`config.mk`:
```
export PLATFORM = sky130hd
export DESIGN_NAME = d_e_reg_flat
export DESIGN_NICKNAME = d
export VERILOG_FILES = /design/src/rtl/d_e_reg_pkg.sv /design/src/rtl/d_e_reg_if.sv /design/src/rtl/d_e_reg_fwd_mux.sv /design/src/rtl/d_e_reg.sv /design/src/flat_wrapper.sv
export SDC_FILE = /design/constraint.sdc
export NUM_CORES = 1
export LEC_CHECK = 0
export CORE_AREA = 2 2 166 168
export CTS_CLUSTER_DIAMETER = 100
export DETAILED_ROUTE_END_ITERATION = 12
export DIE_AREA = 0 0 168 170
export MAX_ROUTING_LAYER = met4
export PLACE_DENSITY = 0.74
export SYNTH_ARGS = -nofsm -noshare
export SYNTH_HDL_FRONTEND = slang
export SYNTH_SLANG_ARGS = --single-unit
```
`constraint.sdc`:
```
create_clock -name clk -period 6.5 [get_ports clk]
set_clock_uncertainty 0.05 [all_clocks]
set_input_delay 1.625 -clock clk [delete_from_list [all_inputs] [get_ports clk]]
set_output_delay 1.625 -clock clk [all_outputs]
set_load 0.005 [all_outputs]
```
`src/rtl/d_e_reg_pkg.sv`:
```
// Shared pipeline constants for the decode->execute boundary.
//   - ALU operation encodings used by the E stage
//   - Tnew width and type
//   - Default PC carried by a bubble or by reset
//   - Packed record of everything latched between D and E, plus helpers
package d_e_reg_pkg;

    localparam int          TNEW_W           = 2;
    localparam logic [31:0] RESET_PC_DEFAULT = 32'h0000_3000;

    typedef enum logic [4:0] {
        ALU_AND = 5'd0,
        ALU_OR  = 5'd1,
        ALU_ADD = 5'd2,
        ALU_SUB = 5'd3
    } alu_op_e;

    typedef logic [TNEW_W-1:0] tnew_t;

    typedef struct packed {
        logic [31:0] pc;
        logic [31:0] instr;
        logic [31:0] rd1;
        logic [31:0] rd2;
        logic [31:0] ext;
        logic [4:0]  aluop;
        logic        alusrc;
        logic        regwrite;
        logic [4:0]  a3;
        tnew_t       tnew;
    } de_fields_t;

    // A bubble is an all-zero record except for the PC it carries.
    function automatic de_fields_t bubble(input logic [31:0] pc);
        de_fields_t f;
        f    = '0;
        f.pc = pc;
        return f;
    endfunction

    // One stage has elapsed between D and E; saturate so 0 never wraps to 3.
    function automatic tnew_t tnew_age(input tnew_t t);
        return (t == '0) ? '0 : t - tnew_t'(1);
    endfunction

endpackage

```
`src/rtl/d_e_reg_if.sv`:
```
// Bundle of the D->E pipeline register signals.
//   master : drives en/clr, the D_* stage inputs and the M/W forwarding
//            sources; observes the E_* outputs
//   slave  : the pipeline register itself
interface d_e_reg_if;
    import d_e_reg_pkg::*;

    logic        en;
    logic        clr;

    logic [31:0] D_PC;
    logic [31:0] D_Instr;
    logic [31:0] D_RD1;
    logic [31:0] D_RD2;
    logic [31:0] D_EXT;
    logic [4:0]  D_ALUOp;
    logic        D_ALUSrc;
    logic        D_RegWrite;
    logic [4:0]  D_A3;
    tnew_t       D_Tnew;

    logic [4:0]  M_A3;
    logic        M_RegWrite;
    tnew_t       M_Tnew;
    logic [31:0] M_WD;
    logic [4:0]  W_A3;
    logic        W_RegWrite;
    logic [31:0] W_WD;

    logic [31:0] E_PC;
    logic [31:0] E_Instr;
    logic [4:0]  E_ALUOp;
    logic        E_RegWrite;
    logic [4:0]  E_A3;
    tnew_t       E_Tnew;
    logic [31:0] E_A;
    logic [31:0] E_B;
    logic [31:0] E_RT;

    modport master (
        output en, clr,
        output D_PC, D_Instr, D_RD1, D_RD2, D_EXT, D_ALUOp, D_ALUSrc,
               D_RegWrite, D_A3, D_Tnew,
        output M_A3, M_RegWrite, M_Tnew, M_WD, W_A3, W_RegWrite, W_WD,
        input  E_PC, E_Instr, E_ALUOp, E_RegWrite, E_A3, E_Tnew,
               E_A, E_B, E_RT
    );

    modport slave (
        input  en, clr,
        input  D_PC, D_Instr, D_RD1, D_RD2, D_EXT, D_ALUOp, D_ALUSrc,
               D_RegWrite, D_A3, D_Tnew,
        input  M_A3, M_RegWrite, M_Tnew, M_WD, W_A3, W_RegWrite, W_WD,
        output E_PC, E_Instr, E_ALUOp, E_RegWrite, E_A3, E_Tnew,
               E_A, E_B, E_RT
    );

endinterface

```
`src/rtl/d_e_reg_fwd_mux.sv`:
```
// Operand forwarding mux for one source register in the E stage.
//   rnum                 : source register number decoded from E instruction
//   reg_val              : value read from the register file in D
//   m_a3/m_regwrite/m_tnew/m_wd : M-stage producer
//   w_a3/w_regwrite/w_wd        : W-stage producer
//   fwd_val              : freshest available value for rnum
// M beats W because it is the younger producer. M is only usable once its
// result is ready (Tnew==0); if it is not ready the hazard unit has already
// stalled, so W/register values seen here in that case are don't-care.
module e_fwd_mux
    import d_e_reg_pkg::*;
(
    input  logic [4:0]  rnum,
    input  logic [31:0] reg_val,
    input  logic [4:0]  m_a3,
    input  logic        m_regwrite,
    input  tnew_t       m_tnew,
    input  logic [31:0] m_wd,
    input  logic [4:0]  w_a3,
    input  logic        w_regwrite,
    input  logic [31:0] w_wd,
    output logic [31:0] fwd_val
);

    always_comb begin
        fwd_val = reg_val;
        // $0 is hard-wired to zero and must never pick up a forwarded value.
        if (rnum != 5'd0) begin
            if (m_regwrite && (m_a3 == rnum) && (m_tnew == '0)) begin
                fwd_val = m_wd;
            end else if (w_regwrite && (w_a3 == rnum)) begin
                fwd_val = w_wd;
            end
        end
    end

endmodule

```
`src/rtl/d_e_reg.sv`:
```
// D->E pipeline register with E-stage operand forwarding.
//   clk   : rising-edge clock
//   reset : synchronous active-high; loads a bubble (PC = RESET_PC)
//   bus   : d_e_reg_if.slave -- en/clr control, D_* fields in, M/W
//           forwarding sources in, E_* fields and forwarded operands out
// Edge priority: reset > clr > hold (en=0) > load (en=1).
module d_e_reg
    import d_e_reg_pkg::*;
#(
    parameter logic [31:0] RESET_PC = RESET_PC_DEFAULT
)
(
    input  logic     clk,
    input  logic     reset,
    d_e_reg_if.slave bus
);

    de_fields_t fields_reg;
    de_fields_t fields_next;

    always_comb begin
        fields_next = fields_reg;
        if (bus.clr) begin
            fields_next = bubble(RESET_PC);
        end else if (bus.en) begin
            fields_next.pc       = bus.D_PC;
            fields_next.instr    = bus.D_Instr;
            fields_next.rd1      = bus.D_RD1;
            fields_next.rd2      = bus.D_RD2;
            fields_next.ext      = bus.D_EXT;
            fields_next.aluop    = bus.D_ALUOp;
            fields_next.alusrc   = bus.D_ALUSrc;
            fields_next.regwrite = bus.D_RegWrite;
            fields_next.a3       = bus.D_A3;
            fields_next.tnew     = tnew_age(bus.D_Tnew);
        end
    end

    always_ff @(posedge clk) begin
        if (reset) begin
            fields_reg <= bubble(RESET_PC);
        end else begin
            fields_reg <= fields_next;
        end
    end

    // Index 0 = rs, index 1 = rt.
    logic [4:0]  src_num [2];
    logic [31:0] src_reg [2];
    logic [31:0] src_fwd [2];

    assign src_num[0] = fields_reg.instr[25:21];
    assign src_num[1] = fields_reg.instr[20:16];
    assign src_reg[0] = fields_reg.rd1;
    assign src_reg[1] = fields_reg.rd2;

    generate
        for (genvar gi = 0; gi < 2; gi++) begin : g_fwd
            e_fwd_mux u_fwd (
                .rnum       (src_num[gi]),
                .reg_val    (src_reg[gi]),
                .m_a3       (bus.M_A3),
                .m_regwrite (bus.M_RegWrite),
                .m_tnew     (bus.M_Tnew),
                .m_wd       (bus.M_WD),
                .w_a3       (bus.W_A3),
                .w_regwrite (bus.W_RegWrite),
                .w_wd       (bus.W_WD),
                .fwd_val    (src_fwd[gi])
            );
        end
    endgenerate

    assign bus.E_PC       = fields_reg.pc;
    assign bus.E_Instr    = fields_reg.instr;
    assign bus.E_ALUOp    = fields_reg.aluop;
    assign bus.E_RegWrite = fields_reg.regwrite;
    assign bus.E_A3       = fields_reg.a3;
    assign bus.E_Tnew     = fields_reg.tnew;
    assign bus.E_A        = src_fwd[0];
    assign bus.E_RT       = src_fwd[1];
    assign bus.E_B        = fields_reg.alusrc ? fields_reg.ext : src_fwd[1];

endmodule

```
`src/flat_wrapper.sv`:
```
// flat-port wrapper written by rule: the top's interface ports become plain ports
module d_e_reg_flat import d_e_reg_pkg::*;
#(
    parameter logic [31:0] RESET_PC = RESET_PC_DEFAULT
)
  (clk, reset, bus_en, bus_clr, bus_D_PC, bus_D_Instr, bus_D_RD1, bus_D_RD2, bus_D_EXT, bus_D_ALUOp, bus_D_ALUSrc, bus_D_RegWrite, bus_D_A3, bus_D_Tnew, bus_M_A3, bus_M_RegWrite, bus_M_Tnew, bus_M_WD, bus_W_A3, bus_W_RegWrite, bus_W_WD, bus_E_PC, bus_E_Instr, bus_E_ALUOp, bus_E_RegWrite, bus_E_A3, bus_E_Tnew, bus_E_A, bus_E_B, bus_E_RT);
  d_e_reg_if bus_i ();
  input  logic clk;
  input  logic reset;
  input wire logic [$bits(bus_i.en)-1:0] bus_en;
  input wire logic [$bits(bus_i.clr)-1:0] bus_clr;
  input wire logic [$bits(bus_i.D_PC)-1:0] bus_D_PC;
  input wire logic [$bits(bus_i.D_Instr)-1:0] bus_D_Instr;
  input wire logic [$bits(bus_i.D_RD1)-1:0] bus_D_RD1;
  input wire logic [$bits(bus_i.D_RD2)-1:0] bus_D_RD2;
  input wire logic [$bits(bus_i.D_EXT)-1:0] bus_D_EXT;
  input wire logic [$bits(bus_i.D_ALUOp)-1:0] bus_D_ALUOp;
  input wire logic [$bits(bus_i.D_ALUSrc)-1:0] bus_D_ALUSrc;
  input wire logic [$bits(bus_i.D_RegWrite)-1:0] bus_D_RegWrite;
  input wire logic [$bits(bus_i.D_A3)-1:0] bus_D_A3;
  input wire logic [$bits(bus_i.D_Tnew)-1:0] bus_D_Tnew;
  input wire logic [$bits(bus_i.M_A3)-1:0] bus_M_A3;
  input wire logic [$bits(bus_i.M_RegWrite)-1:0] bus_M_RegWrite;
  input wire logic [$bits(bus_i.M_Tnew)-1:0] bus_M_Tnew;
  input wire logic [$bits(bus_i.M_WD)-1:0] bus_M_WD;
  input wire logic [$bits(bus_i.W_A3)-1:0] bus_W_A3;
  input wire logic [$bits(bus_i.W_RegWrite)-1:0] bus_W_RegWrite;
  input wire logic [$bits(bus_i.W_WD)-1:0] bus_W_WD;
  output wire logic [$bits(bus_i.E_PC)-1:0] bus_E_PC;
  output wire logic [$bits(bus_i.E_Instr)-1:0] bus_E_Instr;
  output wire logic [$bits(bus_i.E_ALUOp)-1:0] bus_E_ALUOp;
  output wire logic [$bits(bus_i.E_RegWrite)-1:0] bus_E_RegWrite;
  output wire logic [$bits(bus_i.E_A3)-1:0] bus_E_A3;
  output wire logic [$bits(bus_i.E_Tnew)-1:0] bus_E_Tnew;
  output wire logic [$bits(bus_i.E_A)-1:0] bus_E_A;
  output wire logic [$bits(bus_i.E_B)-1:0] bus_E_B;
  output wire logic [$bits(bus_i.E_RT)-1:0] bus_E_RT;
  assign bus_i.en = bus_en;
  assign bus_i.clr = bus_clr;
  assign bus_i.D_PC = bus_D_PC;
  assign bus_i.D_Instr = bus_D_Instr;
  assign bus_i.D_RD1 = bus_D_RD1;
  assign bus_i.D_RD2 = bus_D_RD2;
  assign bus_i.D_EXT = bus_D_EXT;
  assign bus_i.D_ALUOp = bus_D_ALUOp;
  assign bus_i.D_ALUSrc = bus_D_ALUSrc;
  assign bus_i.D_RegWrite = bus_D_RegWrite;
  assign bus_i.D_A3 = bus_D_A3;
  assign bus_i.D_Tnew = bus_D_Tnew;
  assign bus_i.M_A3 = bus_M_A3;
  assign bus_i.M_RegWrite = bus_M_RegWrite;
  assign bus_i.M_Tnew = bus_M_Tnew;
  assign bus_i.M_WD = bus_M_WD;
  assign bus_i.W_A3 = bus_W_A3;
  assign bus_i.W_RegWrite = bus_W_RegWrite;
  assign bus_i.W_WD = bus_W_WD;
  assign bus_E_PC = bus_i.E_PC;
  assign bus_E_Instr = bus_i.E_Instr;
  assign bus_E_ALUOp = bus_i.E_ALUOp;
  assign bus_E_RegWrite = bus_i.E_RegWrite;
  assign bus_E_A3 = bus_i.E_A3;
  assign bus_E_Tnew = bus_i.E_Tnew;
  assign bus_E_A = bus_i.E_A;
  assign bus_E_B = bus_i.E_B;
  assign bus_E_RT = bus_i.E_RT;
  d_e_reg #(.RESET_PC(RESET_PC)) u_core (.clk(clk), .reset(reset), .bus(bus_i));
endmodule
```
==> results of run 1 <==
## Yosys cell counts, types with 14 or more instances
library cell	count	area share
buf_4	77	0.061
buf_2	14	0.0074
mux2i_1	204	0.22
a32oi_1	32	0.030
nor2_1	179	0.071
inv_1	59	0.023
buf_1	23	0.0092
nor3_1	28	0.015
nand4_1	34	0.023
clkbuf_1	51	0.020
dfxtp_1	174	0.37
nand2_1	32	0.013
o2bb2ai_1	32	0.030
o221ai_1	27	0.025
o21ai_0	26	0.014
nor2b_1	32	0.021
## critical path, cell delays in order
cell	delay, ns
clkdlybuf4s50_1	0.47
xnor2_1	0.16
and4_1	0.25
nand2_2	0.08
buf_4	0.46
mux2i_1	0.68
o21ai_0	0.22
clkdlybuf4s50_1	0.51
## worst paths after layout
kind	from	end	slack (ns)
worst max register to register	u_core.fields_reg[8]	u_core.fields_reg[8]	5.25
worst min-delay path	u_core.bus.E_Tnew[1]	u_core.bus.E_Tnew[1]	0.42
worst min register to register	u_core.bus.E_Tnew[1]	u_core.bus.E_Tnew[1]	0.42
worst max-delay path	bus_M_A3[2]	bus_E_B[28]	0.34
## cell families after synthesis
| group | share of synthesized area |
|---|---|
| AND/OR/NAND/NOR | 0.1605 |
| buffers and inverters | 0.1253 |
| multiplexers | 0.2166 |
| flip-flops | 0.3696 |
| AO/OA/AOI/OAI | 0.1074 |
| XOR/XNOR | 0.02058 |
## layer usage
metal	wire length [um]	GRT usage	vias up
li1	-	-	4302
met1	15660	0.3080	4289
met2	16600	0.3976	456
met3	2770	0.05837	52
met4	1003	0.08393	0
met5	0	-	-
## area by class of cell
class | count | area (um^2)
Sequential cell | 174 | 3485
Clock buffer | 17 | 425.4
Tap cell | 341 | 426.7
Antenna cell | 1 | 2.502
Clock inverter | 15 | 167.7
Inverter | 59 | 221.5
Timing Repair Buffer | 447 | 4444
Fill cell | 2421 | 12710
Multi-Input combinational cell | 687 | 4768
## through the flow
step | power, mW | hold WS, ns | cell area, um^2
floorplan | 1.365 | 0.3916 | 9425
global placement | 1.640 | 0.4058 | 13350
detailed placement | 1.646 | 0.4105 | 13350
CTS | 2.686 | 0.4236 | 13940
global route | 2.760 | 0.4599 | 13940
finish | 2.665 | 0.4217 | 13940
## power by group
group	internal [mW]	switching, mW
combinational	0.289	0.210
clock	0.518	0.524
sequential	1.10	0.0243
total	1.91	0.757
==> impl_metrics.py, run 1 <==
metrics = {
    "clock_network": {
        "worstSkewPairLatency_ns": 0.44,
        "path_clk_slew_ns": 0.07,
        "numCtsBuffers": 17,
        "htreeDepth": 4,
        "cts_tree": "done",
        "cts_root_buffer": "clkbuf_16",
        "cts_sinks": 174,
        "cts_setup_buffers": 0,
        "clockBufferDepth": 2,
        "post_cts_resized": 0,
        "cts_hold_buf": 0,
    },
    "placement": {
        "routabilityCongestion": 0.9325,
        "place_ws_ns": 0.4410,
        "dp_cells": 1708,
        "dp_hpwl_mm": 26.60,
        "io_buffers": 428,
    },
    "synthesis": {
        "synth_fp_nets": 1344,
        "syn_area_per_cell_um2": 8.663,
        "synth_edf_count": 0,
        "syn_inst": 1088,
        "synth_seq_cells": 174,
        "synthArstFlopShare": 0,
        "yosys_warnings": 0,
        "synth_flop_cell": "dfxtp_1",
        "ys_seq_area_frac": 0.3696,
        "syn_area_um2": 9425,
        "yosysUniqueCellTypes": 37,
    },
    "timing": {
        "hold_violations": 0,
        "grt_setup_unrepaired": "false",
        "fin_setup_tns_ns": 0,
        "slew_headroom": 0.2896,
        "worstMarginPinSlew_ns": 1.066,
        "max_freq_mhz": 162.4,
        "min_period_ns": 6.159,
        "setup_viol": 0,
        "period_share": 0.9475,
        "worst_slack_ns": 0.3414,
        "slew_violations": 0,
    },
    "cells_and_area": {
        "syn_to_final_growth_pct": 47.91,
        "final_cells": 1741,
        "final_common_cell": "clkdlybuf4s50_1",
        "utilization": 0.5231,
        "largest_reg_flops": 97,
        "layout-drive-gt1-share": 0.04360,
        "final_cell_mix": "clkdlybuf4s50_1 (427), mux2i_1 (204), nor2_1 (179)",
        "nets": 1642,
    },
    "floorplanning": {
        "rows": 60,
        "die-area_um2": 28560,
        "die_x_um": 168,
        "io_pins": 429,
        "core_area_um2": 26650,
        "die_h_um": 170,
        "initial_utilization": 0.3537,
    },
    "routing": {
        "drc": 0,
        "wl_per_cell_um": 20.70,
        "antenna_left": 0,
        "vias": 9099,
        "via_per_inst": 5.226,
        "drtIter0Drc": 601,
        "drt_wl_total_mm": 36.03,
        "firstDrtPassIters": 5,
    },
    "critical_path": {
        "critPathKind": "primary input to output pin",
        "cp-start-kind": "primary input",
        "cp-end-kind": "output pin",
        "crit_required_ns": 4.83,
        "crit_arrival_ns": 4.48,
        "worstRegToRegCells": 3,
        "path_max_fanout": 32,
    },
    "global_route": {
        "grt_usage": 0.2480,
        "grt_pass1_wl_mm": 52.18,
        "first_global_vias": 8715,
        "grt_max_degree": 89,
        "antenna_found_initial": 1,
        "overflow": 0,
    },
    "power_and_ir_drop": {
        "leakage_nw": 5.628,
        "power_density_nw_per_um2": 191.2,
        "ir_drop_v": 0.0001415,
    },
    "min_path": {
        "hold_path_class": "flip-flop to flip-flop",
        "holdPathStages": 2,
    },
    "job": {
        "maxCapViolations": 0,
    },
    "outcome": {
        "outcome": "completed",
    },
}
Power figures use the tool's default switching activity.
==> run 2, diff against run 1 <==
- SETUP_SLACK_MARGIN: default -> 0.02
==> results of run 2 <==
Same layout as run 1: the final DEF is identical, and so are final timing and power.
